`src/rtl/mul4_seq.sv`:
```
// Sequential shift-and-add unsigned multiplier: one WIDTH-bit add per cycle,
// 2*WIDTH-bit product after WIDTH iterations, start/done handshake.
module mul4_seq #(
  parameter int WIDTH = 4
) (
  input  logic               clk,
  input  logic               rst,
  input  logic               start,
  input  logic [WIDTH-1:0]   a,
  input  logic [WIDTH-1:0]   b,
  output logic               busy,
  output logic               done,
  output logic [2*WIDTH-1:0] product
);

  localparam int CW = $clog2(WIDTH + 1);

  typedef enum logic [1:0] {
    IDLE = 2'd0,
    RUN  = 2'd1,
    DONE = 2'd2
  } state_t;

  state_t             state_q, state_d;
  logic [WIDTH-1:0]   mcand_q, mcand_d;
  logic [WIDTH-1:0]   acc_hi_q, acc_hi_d;
  logic [WIDTH-1:0]   acc_lo_q, acc_lo_d;
  logic [CW-1:0]      count_q, count_d;
  logic [2*WIDTH-1:0] product_q, product_d;

  logic [WIDTH:0]     sum;
  logic               last_step;

  // Single adder; its carry lands in acc_hi's MSB after the shift.
  always_comb begin
    if (acc_lo_q[0]) begin
      sum = {1'b0, acc_hi_q} + {1'b0, mcand_q};
    end else begin
      sum = {1'b0, acc_hi_q};
    end
  end

  assign last_step = (count_q == CW'(WIDTH - 1));

  always_ff @(posedge clk or posedge rst) begin
    if (rst) begin
      state_q   <= IDLE;
      mcand_q   <= '0;
      acc_hi_q  <= '0;
      acc_lo_q  <= '0;
      count_q   <= '0;
      product_q <= '0;
    end else begin
      state_q   <= state_d;
      mcand_q   <= mcand_d;
      acc_hi_q  <= acc_hi_d;
      acc_lo_q  <= acc_lo_d;
      count_q   <= count_d;
      product_q <= product_d;
    end
  end

  always_comb begin
    state_d   = state_q;
    mcand_d   = mcand_q;
    acc_hi_d  = acc_hi_q;
    acc_lo_d  = acc_lo_q;
    count_d   = count_q;
    product_d = product_q;
    case (state_q)
      IDLE, DONE: begin
        if (start) begin
          mcand_d  = a;
          acc_lo_d = b;
          acc_hi_d = '0;
          count_d  = '0;
          state_d  = RUN;
        end else begin
          state_d  = IDLE;
        end
      end
      RUN: begin
        acc_hi_d = sum[WIDTH:1];
        acc_lo_d = {sum[0], acc_lo_q[WIDTH-1:1]};
        count_d  = count_q + CW'(1);
        if (last_step) begin
          product_d = {sum[WIDTH:1], sum[0], acc_lo_q[WIDTH-1:1]};
          state_d   = DONE;
        end
      end
      default: state_d = IDLE;
    endcase
  end

  always_comb begin
    busy = (state_q == RUN);
    done = (state_q == DONE);
  end

  assign product = product_q;

endmodule

```
`config.mk`:
```
export PLATFORM = sky130hd
export DESIGN_NAME = mul4_seq
export DESIGN_NICKNAME = d
export VERILOG_FILES = /design/src/rtl/mul4_seq.sv
export SDC_FILE = /design/constraint.sdc
export NUM_CORES = 1
export LEC_CHECK = 0
export ABC_AREA = 1
export CORE_MARGIN = 1.5
export CORE_UTILIZATION = 51
export DETAILED_ROUTE_END_ITERATION = 8
export PLACE_DENSITY_LB_ADDON = 0.2
export SYNTH_ARGS = -nofsm -noshare
export SYNTH_HDL_FRONTEND = slang
export SYNTH_SLANG_ARGS = --single-unit
```
`constraint.sdc`:
```
create_clock -name clk -period 1.7 [get_ports clk]
set_input_delay 0.17 -clock clk [delete_from_list [all_inputs] [get_ports clk]]
set_output_delay 0.17 -clock clk [all_outputs]
set_load 0.05 [all_outputs]
```
==> results.txt <==
----------------------------------------------------
[Outcome]
  Run status ... finished, final reports clean

[Finish]
  Leading cell type in the layout, fill and taps excluded ... sky130_fd_sc_hd__nand2_1
  Layout cell share with drive strength beyond 1 ... 11.0%
  Highest-count cells in the layout ignoring fill and taps ... sky130_fd_sc_hd__nand2_1 (38), sky130_fd_sc_hd__dfrtp_1 (25), sky130_fd_sc_hd__inv_1 (13), sky130_fd_sc_hd__clkdlybuf4s50_1 (10), sky130_fd_sc_hd__nor2_1 (9)
  P&R area growth vs syn ... 23.7%
  Number of antenna repair diodes ... 0
  Final net count ... 173

[Timing]
  Worst slew pin tran ... 0.500 ns
  Worst slew margin ... 66.6%
  Minimum setup slack in the final design ... 0.112 ns
  Count of final setup violators ... 0
  Crit share post-route ... 93.4%
  Maximum clock frequency ... 630 MHz
  Unrepaired setup endpoints after global routing ... no
  Worst hold slack across all endpoints ... 0.177 ns
  Final Critical Period ... 1.59 ns
  Final Skew ... 0.00517 ns
  Hold violation total from the final report ... 0
  Post-Route Setup TNS ... 0 ns
  Final count of pins violating max slew ... 0

[GRT]
  Met2 usage in global routing ... 34.0%
  Global-route track usage on met1 ... 27.7%
  Maximum number of pins on one net before global-route repair ... 26
  First-pass GRT wire length ... 4150 um
  Most used routing layer in global routing ... met2
  Met3 usage in global routing ... 2.92%
  Vias in the first global route ... 982
  Number of antenna violations at the first check in global routing ... 0
  Aggregate global routing overflow ... 0
  GRT Overall Usage ... 21.7%

[Synth]
  Top_reg_cell synth ... sky130_fd_sc_hd__dfrtp_1
  Yosys top cell area share ... 52.2%
  Mean instance size in the synthesized netlist ... 9.15 um^2
  Warnings, synthesis ... 0
  Netlist area before placement ... 1200 um^2
  Cell taking the most area after synthesis ... sky130_fd_sc_hd__dfrtp_1
  Yosys cell types ... 21
  Async set-or-reset flop fraction in the synthesized netlist ... 100%
  Flop and latch count out of synthesis ... 25
  Register area share after synthesis ... 52.2%
  Synthesized net count ... 149
  Cells taking the most area after synthesis ... sky130_fd_sc_hd__dfrtp_1 (52%), sky130_fd_sc_hd__nand2_1 (12%), sky130_fd_sc_hd__ha_1 (6.3%), sky130_fd_sc_hd__inv_1 (4.1%), sky130_fd_sc_hd__nand2_4 (3.8%)
  Number of instances in the synthesized netlist ... 131
  Number of enable-type register cells in the synthesized netlist ... 0

[Routing]
  WL/cell ... 13.4 um
  Via density per instance ... 5.33
  1st-iter DRT viols ... 24
  Via total after detailed routing ... 970
  DRC viols ... 0
  Number of iterations in the first detailed-routing pass ... 4
  Final wirelength ... 2440 um
  Number of routed nets with antenna violations ... 0

[Critical path]
  Required time of the critical path ... 1.92 ns
  Largest driver fanout on the critical path ... 3
  Critical path's slowest cell ... sky130_fd_sc_hd__fa_1
  Worst reg2reg startpoint ... mcand_q[0]
  Ordered cell list for the critical path ... ha_1, fa_1, a21oi_1, o21bai_1, nand2_1, o21ai_0
  Arrival time of the worst setup path ... 1.81 ns
  Worst setup path category ... reg2reg
  End point of the critical path ... acc_hi_q[3]
  Crit end category ... flip-flop
  FF-to-FF setup slack ... 0.11 ns
  CP max stage delay ... 0.42 ns
  Destination of the worst register-to-register timing path ... acc_hi_q[3]
  Worst Reg2Reg Path Length in Cells ... 6
  Worst setup path startpoint ... mcand_q[0]
  Nature of the critical path startpoint ... flip-flop

[Power and ir drop]
  Largest voltage drop on the vdd net ... 0.00136 V
  Pwr/cell area ... 2120 nW/um^2
  Leakage component of the power ... 0.000850 uW

[Floorplanning]
  Num ports ... 21
  Row count ... 17
  Initial Util ... 54.2%
  Core region area ... 2210 um^2
  Area enclosed by the die boundary ... 2650 um^2
  Overall die width ... 51.5 um
  Height of the die ... 51.5 um

[Place]
  Routability cong. ... 0.792
  Worst-case setup slack after placement ... 0.146 ns
  DP Wirelength ... 1790 um
  Port Buffers ... 20

[Clock network]
  Num CTS Buffers ... 3
  CTS tree ... done
  Clock edge transition at the registers on the reported setup and hold paths ... 0.14 ns
  Num Clock Sinks ... 25
  Buffer cell driving the clock tree root ... sky130_fd_sc_hd__clkbuf_4
  H-tree levels ... 1
  Clk Latency, worst-skew pair ... 0.33 ns
  Number of buffers on the longest clock path ... 2

[Worst hold path]
  Worst Hold Class ... in2async

[Flow run]
  Max-cap violations ... 0

----------------------------------------------------
[synth_stat cells (all sizes together), types with 2 or more instances]
cell / n
nand3: 7
nand2: 42
buf: 2
inv: 16
o21ai: 10
ha: 6
o22ai: 6
nor2: 9
dfrtp: 25
a21oi: 3
[cell families (layout without fill, tap and decap cells)]
family / count (synthesis) / after routing / synth area share (%)
AOI/OAI and AO/OA: 22 / 22 / 11.2
adders and majority gates: 7 / 7 / 7.93
buffers and inverters: 18 / 41 / 6.79
DFF: 25 / 25 / 52.2
and+or+nand+nor: 59 / 59 / 21.9
[where the power goes]
group	internal, uW	switching [uW]
Combinational	642	1140
Sequential	869	209
Clock	90.1	186
[metrics by stage]
| stage | utilization [%] | total power (uW) | instances | cell area, um^2 |
|---|---|---|---|---|
| 2_1_floorplan | - | 2350 | 131 | 1200 |
| 3_3_place_gp | 64.8 | 2780 | 178 | 1430 |
| 3_5_place_dp | 64.8 | 2870 | 178 | 1430 |
| 4_1_cts | 66.1 | 3150 | 182 | 1460 |
| 5_1_grt | 67.0 | 3390 | 182 | 1480 |
| 6_report | 67.0 | 3140 | 182 | 1480 |
[flip-flops by register name, indices dropped and copies added, names as in the netlist]
| register | count |
|---|---|
| count_q | 3 |
| mcand_q | 4 |
| product | 8 |
| acc_hi_q | 4 |
| acc_lo_q | 4 |
| state_q | 2 |
[worst min-delay path by stage]
stage / start / end / slack, ns / cells past startpoint
6_report: rst / product[2] / 0.18 / 3
5_1_grt: rst / acc_lo_q[1] / 0.19 / 3
4_1_cts: rst / product[0] / 0.20 / 3
3_5_place_dp: product[0] / product[0] / 0.47 / 2
3_3_place_gp: count_q[0] / count_q[0] / 0.46 / 1
2_1_floorplan: rst / acc_hi_q[0] / 0.20 / 1
[worst max-delay path: cells and delay by family, from the launching register on]
family          cells  cell delay, ns
compound gates      3            0.33
fa+ha+maj           2            0.67
simple gates        1            0.07
flops               1            0.41
[area by class of cell]
type | count | area (um^2)
flip-flops and latches | 25 | 626
well taps | 28 | 35.0
inverters | 16 | 65.1
fillers | 195 | 729
multi-input cells | 88 | 492
clock buffers | 3 | 22.5
clock inverters | 1 | 7.51
repair buffers | 21 | 235
[layer usage]
layer,up-vias,share of wire [%]
met1,462,44
met3,9,3.7
met4,0,3.6
met2,26,49
li1,473,-
met5,-,0
[what timing repair did]
action | CTS | global route
endpoints found under the setup margin | 0 | 8
setup buffers | 0 | 0
hold buffers | 0 | 0
hold endpoints to repair | 0 | 0
gates resized for setup | 0 | 8
Power figures use the tool's default switching activity.
